### config.mk
export PLATFORM = sky130hd
export DESIGN_NAME = calc1
export DESIGN_NICKNAME = d
export VERILOG_FILES = /design/src/rtl/calc1_pkg.sv /design/src/rtl/calc1_port.sv /design/src/rtl/calc1.sv
export SDC_FILE = /design/constraint.sdc
export NUM_CORES = 2
export LEC_CHECK = 0
export CELL_PAD_IN_SITES_DETAIL_PLACEMENT = 0
export CELL_PAD_IN_SITES_GLOBAL_PLACEMENT = 2
export CORE_ASPECT_RATIO = 0.7
export CORE_MARGIN = 5
export CORE_UTILIZATION = 37
export CTS_BUF_LIST = sky130_fd_sc_hd__clkbuf_8
export DETAILED_ROUTE_END_ITERATION = 8
export GPL_TIMING_DRIVEN = 1
export PLACE_DENSITY = 0.94
export SLEW_MARGIN = 0
export SYNTH_ARGS = -nofsm -noshare
export SYNTH_HDL_FRONTEND = slang
export SYNTH_SLANG_ARGS = --single-unit
### constraint.sdc
create_clock -name c_clk -period 13.7 [get_ports c_clk]
set_input_delay 2.74 -clock c_clk [delete_from_list [all_inputs] [get_ports c_clk]]
set_output_delay 2.74 -clock c_clk [all_outputs]
set_load 0.02 [all_outputs]
### src/rtl/calc1_pkg.sv
// Shared encodings and widths for the calc1 four-port calculator.
package calc1_pkg;

   localparam int unsigned CmdW   = 4;
   localparam int unsigned DataW  = 32;
   localparam int unsigned RespW  = 2;
   localparam int unsigned ShamtW = 5;

   localparam logic [CmdW-1:0] CmdNop = 4'd0;
   localparam logic [CmdW-1:0] CmdAdd = 4'd1;
   localparam logic [CmdW-1:0] CmdSub = 4'd2;
   localparam logic [CmdW-1:0] CmdShl = 4'd5;
   localparam logic [CmdW-1:0] CmdShr = 4'd6;

   localparam logic [RespW-1:0] RespNone = 2'd0;
   localparam logic [RespW-1:0] RespOk   = 2'd1;
   localparam logic [RespW-1:0] RespErr  = 2'd2;

   typedef enum logic {StIdle, StOp2} state_e;

endpackage

### src/rtl/calc1_port.sv
// One calculator port: two-cycle operand capture FSM plus a combinational ALU
// whose result is registered on the operand-2 edge.
module calc1_port
   import calc1_pkg::*;
(
   input  logic             i_clk,
   input  logic             i_rst,
   input  logic [CmdW-1:0]  i_cmd,
   input  logic [DataW-1:0] i_data,
   output logic [DataW-1:0] o_data,
   output logic [RespW-1:0] o_resp
);

   state_e             r_state;
   logic [CmdW-1:0]    r_cmd;
   logic [DataW-1:0]   r_op1;
   logic [DataW-1:0]   r_data;
   logic [RespW-1:0]   r_resp;

   logic [DataW:0]     w_sum;
   logic [ShamtW-1:0]  w_shamt;
   logic [DataW-1:0]   w_alu_data;
   logic [RespW-1:0]   w_alu_resp;

   // In OP2 the live data input is operand 2, so the ALU reads it directly.
   always_comb begin
      w_sum      = {1'b0, r_op1} + {1'b0, i_data};
      w_shamt    = i_data[ShamtW-1:0];
      w_alu_data = '0;
      w_alu_resp = RespErr;
      case (r_cmd)
         CmdAdd: begin
            if (!w_sum[DataW]) begin
               w_alu_data = w_sum[DataW-1:0];
               w_alu_resp = RespOk;
            end
         end
         CmdSub: begin
            if (i_data <= r_op1) begin
               w_alu_data = r_op1 - i_data;
               w_alu_resp = RespOk;
            end
         end
         CmdShl: begin
            w_alu_data = r_op1 << w_shamt;
            w_alu_resp = RespOk;
         end
         CmdShr: begin
            w_alu_data = r_op1 >> w_shamt;
            w_alu_resp = RespOk;
         end
         default: begin
            w_alu_data = '0;
            w_alu_resp = RespErr;
         end
      endcase
   end

   always_ff @(posedge i_clk) begin
      if (i_rst) begin
         r_state <= StIdle;
         r_cmd   <= CmdNop;
         r_op1   <= '0;
         r_data  <= '0;
         r_resp  <= RespNone;
      end else begin
         // Responses last a single cycle unless overwritten below.
         r_data <= '0;
         r_resp <= RespNone;
         case (r_state)
            StIdle: begin
               if (i_cmd != CmdNop) begin
                  r_cmd   <= i_cmd;
                  r_op1   <= i_data;
                  r_state <= StOp2;
               end
            end
            StOp2: begin
               r_data  <= w_alu_data;
               r_resp  <= w_alu_resp;
               r_state <= StIdle;
            end
            default: r_state <= StIdle;
         endcase
      end
   end

   assign o_data = r_data;
   assign o_resp = r_resp;

endmodule

### src/rtl/calc1.sv
// calc1 top: four independent calculator ports sharing clock and reset.
module calc1
   import calc1_pkg::*;
(
   output logic [0:31] out_data1,
   output logic [0:31] out_data2,
   output logic [0:31] out_data3,
   output logic [0:31] out_data4,
   output logic [0:1]  out_resp1,
   output logic [0:1]  out_resp2,
   output logic [0:1]  out_resp3,
   output logic [0:1]  out_resp4,
   input  logic        c_clk,
   input  logic [0:3]  req1_cmd_in,
   input  logic [0:31] req1_data_in,
   input  logic [0:3]  req2_cmd_in,
   input  logic [0:31] req2_data_in,
   input  logic [0:3]  req3_cmd_in,
   input  logic [0:31] req3_data_in,
   input  logic [0:3]  req4_cmd_in,
   input  logic [0:31] req4_data_in,
   input  logic [1:7]  reset
);

   logic w_rst;

   assign w_rst = |reset;

   calc1_port u_port1 (
      .i_clk  (c_clk),
      .i_rst  (w_rst),
      .i_cmd  (req1_cmd_in),
      .i_data (req1_data_in),
      .o_data (out_data1),
      .o_resp (out_resp1)
   );

   calc1_port u_port2 (
      .i_clk  (c_clk),
      .i_rst  (w_rst),
      .i_cmd  (req2_cmd_in),
      .i_data (req2_data_in),
      .o_data (out_data2),
      .o_resp (out_resp2)
   );

   calc1_port u_port3 (
      .i_clk  (c_clk),
      .i_rst  (w_rst),
      .i_cmd  (req3_cmd_in),
      .i_data (req3_data_in),
      .o_data (out_data3),
      .o_resp (out_resp3)
   );

   calc1_port u_port4 (
      .i_clk  (c_clk),
      .i_rst  (w_rst),
      .i_cmd  (req4_cmd_in),
      .i_data (req4_data_in),
      .o_data (out_data4),
      .o_resp (out_resp4)
   );

endmodule

==> metrics <==
Synth Instances 5283; worst path bufs/invs 2; Rows 95; FFs w/ async S/R, synth 0; number of H-tree levels 2; first-pass GRT wire length 243.7 mm; Slowest cell on crit path o311ai_4; pwr dens 58.03 nW/um^2; WP data required 14.26 ns; DRT Pass-1 Iters 6; post-synthesis xor/xnor area fraction 0.01943; fin crit period 6.839 ns; relative slew slack 0.1947; Peak VDD IR 0.00006922 V; initial DRC count 5602; vias in the first global route 37416; worst reg2reg setup slack 9.34 ns; maximum clock path buffer count 3; Worst path max stage delay 1.05 ns; endpoints failing setup 0; Clock Pin Slew Worst Setup and Hold Paths 0.06 ns; die area 103900 um^2; Slew Viols, Final 0; Arrival @ worst endpoint 7.40 ns; DR WL/cell 24.35 um; family with the most delay on the worst path compound AO/OA/AOI/OAI gates; Min-Delay Startpoint u_port1.r_cmd[0]$_SDFFE_PP0P_; gpl congestion 0.9839; outcome complete, no violations; prevailing post-synth register cell dfxtp_1; grt ovf 0; Worst Skew 0.05756 ns; Post-DP HPWL 124.9 mm; HP Class register to register; Initial Util 0.3741; number of synthesized flops with an enable pin 0; part of the Yosys area used for sequential elements 0.1576; I/O pin total 288; Total GRT Usage 0.2965; Post-Synth Adder-Cell Area 0.09464; die width 383.2 um; Crit Path Class input pin to register; fmax 146.2 MHz; post-CTS setup buffers 0; slew of the pin with the lowest slew margin 1.208 ns; fin nets 5722; port buffer count 287; mux cell area share after synthesis 0.1017; Sink Count 284; TNS Setup 0 ns; Worst setup startpoint req1_data_in[30]; drc violations 0; synth unique cells 103; CTS tree done; Area Overhead vs Synth 12.85%; die span in y 271.2 um; via count 41035; layout cells sized above 1 0.06715; simple-gate share of the synthesized area 0.2099; Synth Area per Inst 6.827 um^2; post-cts sizing count 0; clock root buffer clkbuf_8; cts hold-fix bufs 0; CP Launch Type input pin; initial antenna violation count 13; Synth Area in Compound Gates 0.3418; largest family of logic cells by synthesized area compound AO/OA/AOI/OAI gates; endpoints failing hold 0; number of synthesis warnings 0; Synth Net Count 5703; max cap viols 0; critical path peak fanout 31; Leak 16.16 nW; total power draw 0.002362 W; reg2reg start u_port2.r_op1[1]$_SDFFE_PP0P_; FF+latch count, synth 284; clock buffer count from CTS 57; fin crit share 0.4992; largest net degree at the start of global routing 89; worst skew pair latency 0.74 ns; WL final 162.2 mm; Detail Route Antenna Nets 0; Netlist Area Pre-Place 36070 um^2; CORE AREA 96400 um^2; cell chain of the critical path buf_2 -> clkinv_1 -> fa_1 -> o21bai_4 -> o2111ai_2 -> a32oi_2 -> a2111oi_2 -> o21ai_2 -> a41oi_2 -> o311ai_4 -> o22ai_1 -> o21ai_0 -> a21oi_1; kind of end point of the critical path register; RSZ-0062 raised after global routing no; Vias per Instance 6.160
-- path summary, 6_finish.rpt --
check,endpoint,cells past startpoint
setup / recovery,u_port1.o_data[17]$_SDFF_PP0_,13
hold / removal,u_port1.r_cmd[0]$_SDFFE_PP0P_,2
setup reg to reg,u_port2.o_data[2]$_SDFF_PP0_,12
hold reg to reg,u_port1.r_cmd[0]$_SDFFE_PP0P_,2
-- cell type report --
cell class	count	area, um^2
Inverter	304	1141
Sequential cell	284	5685
Clock inverter	30	246.5
Fill cell	10265	55700
Antenna cell	6	15.01
Timing Repair Buffer	344	3223
Clock buffer	73	1005
Tap cell	1309	1638
Multi-Input combinational cell	4311	27750
-- sequential cells by signal, indices dropped and copies added, names as in the netlist --
signal,count
u_port4.r_state,1
u_port1.o_resp,2
u_port2.r_state,1
u_port1.r_state,1
u_port4.r_op1,32
u_port2.r_op1,32
u_port2.o_resp,2
u_port4.r_cmd,4
u_port3.r_cmd,4
u_port1.r_cmd,4
u_port1.r_op1,32
u_port3.r_op1,32
u_port1.o_data,32
u_port3.r_state,1
u_port3.o_data,32
u_port4.o_data,32
u_port3.o_resp,2
u_port2.o_data,32
u_port2.r_cmd,4
u_port4.o_resp,2
-- layout by cell type (no fill, tap or decap), types with 15 or more instances in the layout --
master / instances
a21oi_1: 653
a211oi_1: 79
xnor2_1: 62
mux2_2: 50
ha_1: 260
o22ai_1: 121
clkbuf_8: 73
buf_2: 15
o21a_1: 30
a221o_1: 27
xor2_1: 18
inv_1: 301
a22oi_1: 40
mux2i_1: 200
and3_1: 27
or3_1: 26
nand2b_1: 82
a21o_1: 80
nor4_1: 44
buf_4: 58
a211o_1: 21
o211ai_1: 59
nand3_1: 69
nor2b_1: 47
a221oi_1: 40
o21ai_0: 386
o221ai_1: 28
o31ai_1: 26
clkdlybuf4s50_1: 271
nand4_1: 21
and2_1: 26
nor3_1: 83
a31oi_1: 110
mux4_2: 49
dfxtp_1: 284
nand2_1: 680
or2_2: 28
o21bai_1: 42
nor2_1: 542
-- cell usage after synthesis, drive strengths merged, types with 26 or more instances --
master  count  area [um^2]
a21o       80        600.6
clkbuf    264        992.2
and2       26        162.7
nand2b     82        513.0
nor2b      47        294.0
a221o      27        270.3
o21a       30        225.2
o22ai     121        757.0
o31ai      32        296.5
a22oi      40        300.3
nor4       46        309.0
or3        26        162.7
nor3       85        425.4
a31oi     113        734.4
nor2      547         2053
inv       293         1100
a211oi     80        605.6
a221oi     43        395.4
mux2i     200         2002
ha        260         3253
o21bai     43        334.1
o221ai     28        245.2
and3       27        168.9
or2        29        183.9
mux2       50        563.0
nand3      69        345.3
o21ai     399         2004
o211ai     59        442.9
buf       120        565.6
dfxtp     284         5685
xnor2      62        543.0
nand2     681         2556
mux4       49         1104
a21oi     658         3304
-- cell families after synthesis --
group / count (synthesis)
and+or+nand+nor: 1720
buffers and inverters: 688
adders and majority gates: 268
xor gates and xnor gates: 80
AOI/OAI and AO/OA: 1944
DFF: 284
muxes: 299
-- worst min-delay path, delay by kind of cell (launching register included) --
| family | cells | cell delay [ns] |
|---|---|---|
| AND/OR/NAND/NOR | 1 | 0.05 |
| flip-flops | 1 | 0.31 |
| AO/OA/AOI/OAI | 1 | 0.05 |
-- per-layer routing --
metal	part of all wire	track usage	vias up	wire, um
li1	-	-	19193	-
met4	0.025	0.07180	6	3982
met2	0.39	0.4077	2132	63980
met1	0.48	0.4621	19477	77300
met5	0.00021	0	-	34
met3	0.10	0.06115	227	16880
-- per-stage QoR --
stage	hold WS [ns]	worst slack, ns	std cells	instance area [um^2]	utilization
2_1_floorplan	0.4447	7.306	5283	36070	-
3_3_place_gp	0.4541	6.399	6552	39440	0.4091
3_5_place_dp	0.4615	6.240	6552	39440	0.4091
4_1_cts	0.4711	7.044	6655	40690	0.4221
5_1_grt	0.5052	6.548	6658	40690	0.4221
6_report	0.4663	6.861	6661	40700	0.4222
-- power by group --
part	internal (W)	total, W	switching (W)
registers	0.000828	0.000833	0.00000461
clock network	0.000552	0.00101	0.000460
logic	0.000177	0.000517	0.000339
(Power assumes the default switching activity.)
